===== config.mk =====
export PLATFORM = sky130hd
export DESIGN_NAME = fetch_ctrl
export DESIGN_NICKNAME = d
export VERILOG_FILES = /design/src/rtl/fetch_ctrl.sv
export SDC_FILE = /design/constraint.sdc
export NUM_CORES = 1
export LEC_CHECK = 0
export BUFFER_PORTS_ARGS = -buffer_cell sky130_fd_sc_hd__buf_2
export CAP_MARGIN = 20
export CORE_MARGIN = 5
export CORE_UTILIZATION = 35
export DETAILED_ROUTE_END_ITERATION = 12
export PLACE_DENSITY_LB_ADDON = 0.25
export SLEW_MARGIN = 20
export SYNTH_ARGS = -nofsm -noshare
export SYNTH_HDL_FRONTEND = slang
export SYNTH_SLANG_ARGS = --single-unit

===== constraint.sdc =====
create_clock -name clk_i -period 11.2 [get_ports clk_i]
set_input_delay 1.68 -clock clk_i [delete_from_list [all_inputs] [get_ports clk_i]]
set_output_delay 1.68 -clock clk_i [all_outputs]
set_load 0.005 [all_outputs]

===== src/rtl/fetch_ctrl.sv =====
// Instruction-fetch controller: owns the fetch PC, drives a synchronous imem, and buffers
// {pc, instr} pairs for decode. Optional misaligned-redirect trap via FETCH_MISALIGN_TRAP_EN.
module fetch_ctrl #(
  parameter logic [63:0] RESET_PC   = 64'h0,
  parameter int unsigned FIFO_DEPTH = 2,
  localparam int unsigned DWORD_BITS = 64,
  localparam int unsigned WORD_BITS  = 32
) (
  input  logic                  clk_i,
  input  logic                  rst_i,
  output logic [DWORD_BITS-1:0] imem_pc_o,
  input  logic [WORD_BITS-1:0]  imem_instr_i,
  input  logic                  redirect_valid_i,
  input  logic [DWORD_BITS-1:0] redirect_pc_i,
  output logic                  out_valid_o,
  input  logic                  out_ready_i,
  output logic [WORD_BITS-1:0]  out_instr_o,
  output logic [DWORD_BITS-1:0] out_pc_o,
  output logic                  fault_o,
  output logic [DWORD_BITS-1:0] fault_pc_o
);

  localparam int unsigned PtrW = (FIFO_DEPTH > 1) ? $clog2(FIFO_DEPTH) : 1;
  localparam int unsigned CntW = $clog2(FIFO_DEPTH + 1);
  localparam int unsigned OccW = CntW + 1;

  typedef enum logic [0:0] {StRun, StFault} state_e;

  state_e                state_q, state_d;
  logic [DWORD_BITS-1:0] imem_pc_q, imem_pc_d;
  logic                  infl_q, infl_d;
  logic [DWORD_BITS-1:0] infl_pc_q, infl_pc_d;
  logic [PtrW-1:0]       head_q, head_d, tail_q, tail_d;
  logic [CntW-1:0]       count_q, count_d;
  logic [DWORD_BITS-1:0] fault_pc_q, fault_pc_d;
  logic [DWORD_BITS-1:0] fifo_pc_q    [FIFO_DEPTH];
  logic [WORD_BITS-1:0]  fifo_instr_q [FIFO_DEPTH];

  logic                  pop, push, issue, run_ok, misalign;
  logic [OccW-1:0]       occ;
  logic [DWORD_BITS-1:0] target;

  always_comb begin
`ifdef FETCH_MISALIGN_TRAP_EN
    misalign = (redirect_pc_i[1:0] != 2'b00);
    target   = redirect_pc_i;
`else
    misalign = 1'b0;
    target   = redirect_pc_i & ~64'h3;
`endif
  end

  assign out_valid_o = (count_q != '0);
  assign out_pc_o    = fifo_pc_q[head_q];
  assign out_instr_o = fifo_instr_q[head_q];
  assign fault_o     = (state_q == StFault);
  assign fault_pc_o  = fault_pc_q;

  assign pop  = out_valid_o & out_ready_i;
  assign push = infl_q & ~redirect_valid_i;
  // Credit check: slots already owed to buffered and in-flight words, minus the one leaving.
  assign occ  = OccW'(count_q) + OccW'(infl_q) - OccW'(pop);

  always_comb begin
    run_ok = 1'b0;
    unique case (state_q)
      StRun:   run_ok = 1'b1;
      StFault: run_ok = 1'b0;
      default: run_ok = 1'b0;
    endcase
  end

  assign issue = run_ok & ~redirect_valid_i & (occ < OccW'(FIFO_DEPTH));

  always_comb begin
    state_d    = state_q;
    imem_pc_d  = imem_pc_q;
    infl_d     = 1'b0;
    infl_pc_d  = infl_pc_q;
    head_d     = head_q;
    tail_d     = tail_q;
    count_d    = count_q;
    fault_pc_d = fault_pc_q;
    if (redirect_valid_i) begin
      imem_pc_d  = target;
      head_d     = '0;
      tail_d     = '0;
      count_d    = '0;
      state_d    = misalign ? StFault : StRun;
      fault_pc_d = misalign ? redirect_pc_i : '0;
    end else begin
      if (issue) begin
        infl_d    = 1'b1;
        infl_pc_d = imem_pc_q;
        imem_pc_d = imem_pc_q + 64'd4;
      end
      if (push) tail_d = tail_q + 1'b1;
      if (pop)  head_d = head_q + 1'b1;
      count_d = count_q + CntW'(push) - CntW'(pop);
    end
  end

  always_ff @(posedge clk_i or posedge rst_i) begin
    if (rst_i) begin
      state_q    <= StRun;
      imem_pc_q  <= RESET_PC;
      infl_q     <= 1'b0;
      infl_pc_q  <= '0;
      head_q     <= '0;
      tail_q     <= '0;
      count_q    <= '0;
      fault_pc_q <= '0;
    end else begin
      state_q    <= state_d;
      imem_pc_q  <= imem_pc_d;
      infl_q     <= infl_d;
      infl_pc_q  <= infl_pc_d;
      head_q     <= head_d;
      tail_q     <= tail_d;
      count_q    <= count_d;
      fault_pc_q <= fault_pc_d;
    end
  end

  always_ff @(posedge clk_i or posedge rst_i) begin
    if (rst_i) begin
      for (int i = 0; i < FIFO_DEPTH; i++) begin
        fifo_pc_q[i]    <= '0;
        fifo_instr_q[i] <= '0;
      end
    end else if (push) begin
      fifo_pc_q[tail_q]    <= infl_pc_q;
      fifo_instr_q[tail_q] <= imem_instr_i;
    end
  end

  assign imem_pc_o = imem_pc_q;

endmodule

==> impl_results.md, run 1 <==
* Crit-path max FO at 67
* Worst setup path category: flip-flop to output port
* Combinational share of power at 32.3%
* IO Count at 326
* Post-synthesis compound-gate area fraction at 3.320%
* Crit. End Element: output port
* GR Util met3 at 4.016%
* P_sw at 1.389 mW
* Clock share of power at 26.1%
* Final Util at 42.18%
* Largest net degree at the start of global routing at 103
* WL final at 39,650 um
* Drt drc at 0
* Maxcap violations at 0
* Max Fclk at 221.9 MHz
* Post-Syn Area at 14,960 um^2
* CTS Hold Bufs at 0
* Hpwl dp at 26,740 um
* Die Wd at 216.8 um
* Adder-cell share of the synthesized area at 0.3010%
* Max rail drop VDD at 0.1548 mV
* Sw Ratio at 30.01%
* CP Launch Type: flip-flop
* GR Layer Usage met1 at 22.44%
* DIE AREA at 46,990 um^2
* Leading area contributor after synthesis: dfrtp_1
* Final hold vios at 0
* Tcrit/Tclk final at 40.24%
* P per Cell Area at 260.5 nW/um^2
* CTS Buf Count at 37
* Starting Density at 35.51%
* Overall power at 4.629 mW
* Later-pin clock latency in the skew report at 0.53 ns
* Resized Gates After CTS at 0
* CP arrival at 2.83 ns
* Register Area at 7936 um^2
* Reg power frac at 41.6%
* Buffers & Inverters on Critical Path at 2
* Finished Cell Area at 17,770 um^2
* Clock Skew at 0.01711 ns
* #FFs+latches synth at 317
* Grt peak-use layer: met2
* Fin crit period at 4.507 ns
* WL per Instance at 19.86 um
* Flop2flop setup slack at 7.61 ns
* Pre-antenna DRT Iters at 4
* Area occupied by multi-input gates at 6548 um^2
* Slew @ Worst Pin at 1.038 ns
* Status: complete, no violations
* RSZ-0062 raised after global routing: false
* EDFF count, synth at 0
* Vias in the first global route at 10.47k
* Share of cells above drive strength 1 at 47.01%
* Floorplan core area at 42,130 um^2
* Synth Area in Simple Gates at 9.850%
* CTS max path bufs at 3
* Clock-pin slew on the worst setup and hold paths at 0.06 ns
* Synth Area in XOR/XNOR at 2.049%
* CTS H-tree depth at 2
* Post-synth top cells: 344 x mux2_2, 317 x dfrtp_1, 78 x nand2_1
* DR iter-0 viols at 449
* Total track usage at 16.52%
* Top cells by area, synth: dfrtp_1 53%, mux2_2 26%, buf_4 3.5%, nand2_1 2.0%, xor2_1 1.7%
* Routed via count at 10.05k
* YS warnings at 0
* Share of the synthesized area in the top cell type at 53.01%
* Static leakage at 7.863 nW
* Initial antenna violation count at 7
* Syn Inst Count at 1,186
* Setup TNS Final at 0 ns
* Placed inst area at 16,550 um^2
* Register area share after synthesis at 53.01%
* Max-slew headroom at 30.80%
* CTS sink count at 317
* CP top delay family: buffers and inverters
* Fill count at 3,924
* DRT antenna net count at 0
* CP max stage cell: buf_4
* Max incr delay on CP at 0.91 ns
* Worst EP required at 9.52 ns
* Via density at 5.033
* Max Slew Vio Count at 0
* Top-count cell post-synth: mux2_2
* Synth cell types at 50
* Worst min path class: flip-flop to flip-flop
* # Post-CTS Setup Buffers at 0
* First-pass GRT wire length at 61,820 um
* FP Rows at 75
* CTS tree: done
* Total gr overflow at 0
* GP Congestion at 0.7305
* CTS root buffer: clkbuf_16
* Synthesized area per cell at 12.62 um^2
* Final Net Count at 1,534
* Cells along the critical path: buf_4 -> mux2_2 -> buf_2
* I/O Buffers at 254
* Top_reg_cell synth: dfrtp_1
* Internal power at 3.240 mW
* Placed cell count at 1,931
* Asr flop ratio synth at 100.0%
* DIE HEIGHT at 216.8 um
* Mux cell area share after synthesis at 26.36%
* GR Layer Usage met2 at 27.10%
* Main combinational cell family by area after synthesis: multiplexers
* Setup-failing EPs final at 0
* Syn-to-layout area delta at 18.77%
* Finished Layout Cells at 1,997
[power groups by stage]
stage | clock network, mW | registers [mW] | logic (mW)
global placement | 0 | 1.92 | 1.50
finish | 1.21 | 1.93 | 1.49
detailed placement | 0 | 1.95 | 1.52
CTS | 1.25 | 1.93 | 1.53
global route | 1.29 | 2.00 | 1.64
floorplan | 0 | 1.84 | 1.07
[cell usage in the layout (no fill, tap or decap), types with 4 or more instances in the layout]
cell	Yosys	routed
nand4_1	29	29
mux2_2	344	344
clkinv_2	0	5
nor3_1	13	13
xnor2_1	6	6
conb_1	1	69
mux2i_1	7	7
o21ai_0	36	36
clkbuf_1	49	7
xor2_1	29	29
buf_4	69	14
o31a_1	4	4
or4_1	13	13
and4_1	10	10
clkbuf_16	0	37
buf_2	2	253
and2_1	8	8
a31oi_1	12	12
nor2b_1	17	16
o31ai_1	4	4
clkbuf_8	0	10
o211ai_1	4	4
a221o_1	5	5
nand2_1	78	77
dfrtp_1	317	316
or3_1	5	5
and3_1	8	8
nor4_1	7	7
nand3_1	36	36
nor2_1	27	26
a22oi_1	5	5
[kinds of logic (layout without fill, tap and decap cells)]
group,after synthesis,after routing
adders and majority gates,3,3
xor gates and xnor gates,35,35
and+or+nand+nor,269,269
AOI/OAI and AO/OA,77,77
muxes,351,351
buffers and inverters,133,334
other,1,72
DFF,317,317
[stage by stage]
step           worst slack (ns)  hold slack (ns)
6_report                  6.693           0.4956
5_1_grt                   6.524           0.5107
4_1_cts                   6.574           0.4998
3_5_place_dp              6.279           0.4873
3_3_place_gp              6.310           0.4803
2_1_floorplan            0.7488           0.4737
[registers in the layout, indices dropped and copies added, names as in the netlist]
| signal | cells |
|---|---|
| count_q | 2 |
| fifo_instr_q | 64 |
| fifo_pc_q | 124 |
| head_q | 1 |
| imem_pc_o | 62 |
| infl_pc_q | 62 |
| infl_q | 1 |
| tail_q | 1 |
[metal layers]
metal  up-vias  wire length (um)
li1       4644                 -
met1      5119             17660
met2       236             19050
met3        44              2312
met4         8               570
met5         -                54
[final cells by class]
class                   count  share of cell area (%)
inverters                   4                  0.1267
diodes                      3                 0.04224
well taps                 539                   3.795
clock buffers              54                   6.132
flip-flops and latches    317                   44.66
multi-input cells         804                   36.84
clock inverters             9                  0.6900
repair buffers            267                   7.716
[path summary, 6_finish.rpt]
path	cells after the start	startpoint	end
min reg2reg	1	fifo_instr_q[20]	fifo_instr_q[20]
max	3	head_q	out_pc_o[46]
max in group asynchronous	3	rst_i	fifo_pc_q[95]
min	1	fifo_instr_q[20]	fifo_instr_q[20]
min in group asynchronous	2	rst_i	fifo_instr_q[62]
max reg2reg	8	count_q[1]	imem_pc_o[57]
Power figures use the tool's default switching activity.
==> run 2, diff against run 1 <==
- clock period: 11.2 -> 3.8 ns (I/O delays scaled with it)
==> run 2 against run 1 <==
Flip-flop and latch count is the same; non-clock buffer count grew 12; critical path depth grew 6; die area is the same; critical endpoint is now imem_pc_o[50]; global-route usage grew 0.16 points; register-to-register slack lost 6.9 ns; setup slack lost 6.0 ns; clock skew shrank 0.0076 ns; sequential share of layout area shrank 0.18 points; largest power group unchanged; count of clock-buffer cells in the layout is the same.
==> impl_results.md, run 2 (synthesized netlist as in run 1, its figures left out) <==
* Starting Density at 35.51% (unchanged)
* CTS sink count at 317 (unchanged)
* CP max stage cell: or4_1
* Placed inst area at 16,730 um^2 (+1.1%)
* CTS tree: done
* Finished Cell Area at 17,850 um^2 (+0.42%)
* Share of cells above drive strength 1 at 46.93% (-0.084 points)
* Crit. End Element: flip-flop
* Clock Skew at 0.009512 ns (-0.007600 ns)
* Resized Gates After CTS at 0 (unchanged)
* Final Net Count at 1,546 (+0.78%)
* DRT antenna net count at 0 (unchanged)
* Flop2flop setup slack at 0.74 ns (-6.87 ns)
* Hpwl dp at 27,500 um (+2.8%)
* Hold WS at 0.1642 ns (-0.3315 ns)
* Worst min path class: primary input to async pin
* Fin crit period at 3.059 ns
* Die Wd at 216.8 um (unchanged)
* Tcrit/Tclk final at 80.50%
* Max incr delay on CP at 0.56 ns (-0.35 ns)
* FP Rows at 75 (unchanged)
* Reg2reg path depth at 9 (+1)
* RSZ-0062 raised after global routing: false
* CTS root buffer: clkbuf_16
* Max-slew headroom at 41.60% (+11 points)
* Initial antenna violation count at 7 (unchanged)
* IO Count at 326 (unchanged)
* DR iter-0 viols at 471 (+4.9%)
* Static leakage at 7.890 nW (+0.34%)
* Via density at 5.011 (-0.43%)
* Max Slew Vio Count at 0 (unchanged)
* Worst setup path endpoint: imem_pc_o[50]
* Later-pin clock latency in the skew report at 0.53 ns (about the same)
* Pre-antenna DRT Iters at 4 (unchanged)
* GP Congestion at 0.7521 (+3.0%)
* Final worst slack at 0.7409 ns (-5.952 ns)
* Total gr overflow at 0 (unchanged)
* Routed via count at 10.05k (+0.020%)
* Most flop-heavy register: fifo_pc_q
* Crit path from: count_q[1]
* P per Cell Area at 752.7 nW/um^2 (+190%)
* CTS max path bufs at 3 (unchanged)
* Max rail drop VDD at 0.3242 mV (+110%)
* Fill count at 3,984 (+1.5%)
* WL final at 39,540 um (-0.29%)
* Final Util at 42.35% (+0.18 points)
* Floorplan core area at 42,130 um^2 (unchanged)
* DIE AREA at 46,990 um^2 (unchanged)
* First-pass GRT wire length at 62,570 um (+1.2%)
* Largest registers: fifo_pc_q: 124 flops, fifo_instr_q: 64 flops
* Max Fclk at 326.9 MHz
* CP Launch Type: flip-flop
* WL per Instance at 19.71 um (-0.74%)
* I/O Buffers at 254 (unchanged)
* Commonest cells after routing, fill and taps aside: 344 x mux2_2, 316 x dfrtp_1, 253 x buf_2
* Area occupied by multi-input gates at 6548 um^2 (unchanged)
* Max reg flops at 124 (unchanged)
* Final hold vios at 0 (unchanged)
* CTS H-tree depth at 2 (unchanged)
* Largest net degree at the start of global routing at 110 (+6.8%)
* Most common cell after layout, fill and taps aside: mux2_2
* Worst EP required at 4.25 ns (-5.27 ns)
* CTS Hold Bufs at 0 (unchanged)
* Cells along the critical path: and3b_1 -> o21ai_0 -> fa_1 -> xor2_1 -> nor3_2 -> buf_4 -> nand4_2 -> or4_1 -> a31oi_1
* Slew @ Worst Pin at 0.8680 ns (-0.1700 ns)
* Syn-to-layout area delta at 19.27%
* Drt drc at 0 (unchanged)
* Status: complete, no violations
* CTS Buf Count at 37 (unchanged)
* Crit-path max FO at 7 (-90%)
* Maxcap violations at 0 (unchanged)
* Register Area at 7936 um^2 (unchanged)
* Setup-failing EPs final at 0 (unchanged)
* Worst setup path category: flip-flop to flip-flop
* DIE HEIGHT at 216.8 um (unchanged)
* R2R Path Start: count_q[1]
* CP arrival at 3.51 ns (+0.68 ns)
* # Post-CTS Setup Buffers at 0 (unchanged)
* Pre-CTS WS at 0.5491 ns (-5.730 ns)
* Vias in the first global route at 10.56k (+0.90%)
* Total track usage at 16.68% (+0.16 points)
* Clock-pin slew on the worst setup and hold paths at 0.06 ns (about the same)
* Worst r2r dst: imem_pc_o[50]
-- run 2: report_power, final --
part / switching, mW / internal, mW / total (mW)
sequential: 0.879 / 4.79 / 5.67
combinational: 1.81 / 2.62 / 4.42
clock: 1.34 / 2.00 / 3.34
total: 4.03 / 9.41 / 13.4
-- run 2: per-stage QoR --
step / TNS (ns) / std cells / total power, mW
6_report: 0 / 2006 / 13.43
5_1_grt: 0 / 2004 / 14.35
4_1_cts: 0 / 2003 / 13.71
3_5_place_dp: 0 / 1943 / 10.26
3_3_place_gp: 0 / 1943 / 10.10
2_1_floorplan: -315.36 / 1254 / 8.565
-- run 2: routing by layer --
metal  track usage (%)  up-vias  part of all wire, %  wire [um]
met5                 0        -                 0.12         49
met4             5.173        8                  2.3        915
met3             3.488       58                  5.1       2029
met2             27.00      229                   47      18760
met1             22.69     5105                   45      17780
li1                  -     4653                    -          -
-- run 2: worst min path at each step --
| stage | depth (start not counted) | from | slack (ns) | end |
|---|---|---|---|---|
| floorplan | 1 | fifo_instr_q[27] | 0.47 | fifo_instr_q[27] |
| global placement | 1 | fifo_instr_q[10] | 0.48 | fifo_instr_q[10] |
| detailed placement | 1 | fifo_instr_q[27] | 0.49 | fifo_instr_q[27] |
| CTS | 2 | rst_i | 0.15 | fifo_pc_q[11] |
| global route | 2 | rst_i | 0.21 | fifo_pc_q[15] |
| finish | 2 | rst_i | 0.16 | fifo_pc_q[15] |
-- run 2: area by class of cell --
type,instances,share of cell area (%)
clock buffers,54,5.770
repair buffers,279,8.680
multi-input cells,804,36.69
flip-flops and latches,317,44.47
inverters,4,0.1052
well taps,539,3.779
clock inverters,6,0.4627
diodes,3,0.04207
-- run 2: critical path: cells and delay by family (launching register included) --
| family | cells | cell delay [ns] |
|---|---|---|
| buffers and inverters | 1 | 0.20 |
| adder cells (fa/ha/maj) | 1 | 0.43 |
| flip-flops | 1 | 0.49 |
| AO/OA/AOI/OAI | 2 | 0.30 |
| AND/OR/NAND/NOR | 4 | 1.33 |
| XOR/XNOR | 1 | 0.23 |
==> run 3, diff against run 2 <==
- clock period: 3.8 -> 2.5 ns (I/O delays scaled with it)
==> run 3 against run 2 <==
The flow now finishes with violations (negative setup slack); sequential share of layout area fell by 3.1 points; wire length rose by 7.9%; flip-flop and latch count did not move; core utilization rose by 3.2 points; critical endpoint is now imem_pc_o[62]; clock skew rose by 0.0044 ns; combinational power rose by 94%; power rose by 69%; maximum frequency rose by 17%; register-to-register slack got worse by 0.86 ns; die area did not move; worst hold slack got worse by 0.12 ns; final area rose by 7.5%.
==> impl_results.md, run 3 (synthesized netlist as in run 1, its figures left out) <==
* Max incr delay on CP at 0.57 ns (about the same)
* RSZ-0062 raised after global routing: true
* Hold WS at 0.04331 ns (-0.1209 ns)
* Setup-failing EPs final at 23 (+23)
* Total gr overflow at 0 (unchanged)
* Clock share of power at 24.2% (-0.7 points)
* DRT antenna net count at 0 (unchanged)
* Static leakage at 8.681 nW (+10%)
* Max reg flops at 124 (unchanged)
* Placed cell count at 1,978 (+1.8%)
* CTS Buf Count at 38 (+2.7%)
* Combinational share of power at 37.9% (+5.0 points)
* FP Rows at 75 (unchanged)
* Largest registers: fifo_pc_q: 124 flops, fifo_instr_q: 64 flops
* Clock Skew at 0.01391 ns (+0.004398 ns)
* Worst min path class: primary input to flip-flop
* Reg power frac at 37.9% (-4.3 points)
* Syn-to-layout area delta at 28.25%
* Via density at 5.053 (+0.82%)
* Area occupied by multi-input gates at 6942 um^2 (+6.0%)
* Largest net degree at the start of global routing at 82 (-25%)
* WL per Instance at 20.59 um (+4.5%)
* HP Start: redirect_pc_i[28]
* Total track usage at 17.11% (+0.43 points)
* Fill count at 3,927 (-1.4%)
* I/O Buffers at 254 (unchanged)
* Starting Density at 35.51% (unchanged)
* Crit. End Element: flip-flop
* CP Launch Type: flip-flop
* Reg2reg path depth at 9 (unchanged)
* Status: finished, violations left
* IO Count at 326 (unchanged)
* First-pass GRT wire length at 63,600 um (+1.6%)
* Final hold vios at 0 (unchanged)
* GP Congestion at 0.7938 (+5.5%)
* P per Cell Area at 1181 nW/um^2 (+57%)
* CP max stage cell: fa_2
* Min-Delay Path Depth at 3
* Vias in the first global route at 10.87k (+2.8%)
* Fin crit period at 2.620 ns (-0.4395 ns)
* Sw Ratio at 30.24% (+0.27 points)
* DIE AREA at 46,990 um^2 (unchanged)
* Register Area at 7936 um^2 (unchanged)
* Maxcap violations at 0 (unchanged)
* DR iter-0 viols at 545 (+16%)
* Hold path endpoint: imem_pc_o[28]
* Routed via count at 10.47k (+4.1%)
* Worst EP required at 2.97 ns (-1.28 ns)
* P_sw at 6.852 mW (+70%)
* Max-slew headroom at 55.71% (+14 points)
* Hpwl dp at 28,370 um (+3.2%)
* CTS max path bufs at 3 (unchanged)
* Initial antenna violation count at 9 (+2)
* Max rail drop VDD at 0.6463 mV (+99%)
* CTS sink count at 317 (unchanged)
* Later-pin clock latency in the skew report at 0.54 ns (about the same)
* Cells along the critical path: and3b_2 -> buf_6 -> fa_2 -> nand2_4 -> nor3_4 -> buf_12 -> nand3_4 -> or4_4 -> a31oi_2
* CP top delay family: simple AND/OR/NAND/NOR gates
* Share of cells above drive strength 1 at 50.78% (+3.9 points)
* Most common cell after layout, fill and taps aside: dfrtp_1
* Worst r2r dst: imem_pc_o[62]
* Crit-path max FO at 7 (unchanged)
* Max Fclk at 381.7 MHz (+17%)
* Final Net Count at 1,610 (+4.1%)
* DIE HEIGHT at 216.8 um (unchanged)
* Most flop-heavy register: fifo_pc_q
* Worst setup path category: flip-flop to flip-flop
* Floorplan core area at 42,130 um^2 (unchanged)
* Clock-pin slew on the worst setup and hold paths at 0.06 ns (about the same)
* CTS tree: done
* Finished Layout Cells at 2,072 (+3.3%)
* Slew @ Worst Pin at 0.6629 ns (-0.2051 ns)
* Violated checks: negative setup slack
* Final worst slack at -0.1197 ns (-0.8605 ns)
* Pre-antenna DRT Iters at 9 (+5)
* Worst path depth at 9 (unchanged)
* Finished Cell Area at 19,190 um^2 (+7.5%)
* CTS root buffer: clkbuf_16
* Drt drc at 0 (unchanged)
* WL final at 42,660 um (+7.9%)
* CTS H-tree depth at 2 (unchanged)
* Flop2flop setup slack at -0.12 ns (-0.86 ns)
* Max Slew Vio Count at 0 (unchanged)
* Buffers & Inverters on Critical Path at 2 (+1)
* Internal power at 15.81 mW (+68%)
* Placed inst area at 17,100 um^2 (+2.2%)
* R2R Path Start: count_q[1]
* Tcrit/Tclk final at 104.8% (+24 points)
* CP arrival at 3.09 ns (-0.42 ns)
* Commonest cells after routing, fill and taps aside: 316 x dfrtp_1, 283 x mux2_2, 253 x buf_2
* Die Wd at 216.8 um (unchanged)
## run 3: cell types whose count changed in the layout (fill, tap and decap cells not counted), sizes merged
cell / previous run / this run
dlygate4sd3: 0 / 1
bufinv: 2 / 3
inv: 3 / 4
clkbuf: 54 / 56
buf: 279 / 335
clkinv: 3 / 8
## run 3: per-stage QoR
step / setup TNS (ns) / power [mW] / utilization (%) / worst slack [ns]
2_1_floorplan: -667.85 / 13.05 / - / -2.100
3_3_place_gp: -15.03 / 15.67 / 40.59 / -0.3423
3_5_place_dp: -17.57 / 15.89 / 40.59 / -0.4116
4_1_cts: -2.370 / 22.09 / 44.36 / -0.06408
5_1_grt: -7.336 / 24.00 / 45.54 / -0.2246
6_report: -0.6194 / 22.66 / 45.54 / -0.1197
## run 3: worst min-delay path: cells and delay by family
kind / cells / cell delay (ns)
AOI/OAI and AO/OA: 1 / 0.06
buffers and inverters: 1 / 0.08
and+or+nand+nor: 1 / 0.04
## run 3: layout make-up
| type | count | share of cell area (%) |
|---|---|---|
| timing repair buffer | 342 | 12.42 |
| tap | 539 | 3.514 |
| clock buffer | 50 | 5.614 |
| inverter | 4 | 0.09780 |
| multi-input combinational | 804 | 36.17 |
| antenna | 3 | 0.03912 |
| clock inverter | 13 | 0.7824 |
| sequential | 317 | 41.36 |
## run 3: timing repair
item	4_1_cts	5_1_grt
pin swaps	28	34
setup buffers	11	8
hold endpoints to repair	8	0
resized for setup	31	95
hold buffers	1	0
gates cloned	3	7
endpoints found under the setup margin	108	113
## run 3: metal layers
layer / wire length [um] / GRT usage [%]
met5: 77 / 0
met4: 1064 / 5.533
met3: 2558 / 4.169
met2: 20330 / 28.28
met1: 18630 / 22.28
## run 3: power by group through the flow
stage | Sequential [mW] | Combinational (mW) | Clock (mW)
after floorplan | 8.22 | 4.82 | 0
after global placement | 8.54 | 7.13 | 0
after detailed placement | 8.65 | 7.24 | 0
after CTS | 8.58 | 7.84 | 5.67
after global routing | 8.88 | 9.25 | 5.87
final | 8.60 | 8.59 | 5.48
## run 3: worst max path at each step
stage	startpoint	to	slack (ns)
2_1_floorplan	rst_i	count_q[0]	-2.10
3_3_place_gp	out_ready_i	imem_pc_o[62]	-0.34
3_5_place_dp	out_ready_i	imem_pc_o[50]	-0.41
4_1_cts	count_q[1]	infl_pc_q[12]	-0.06
5_1_grt	count_q[1]	imem_pc_o[62]	-0.22
6_report	count_q[1]	imem_pc_o[62]	-0.12
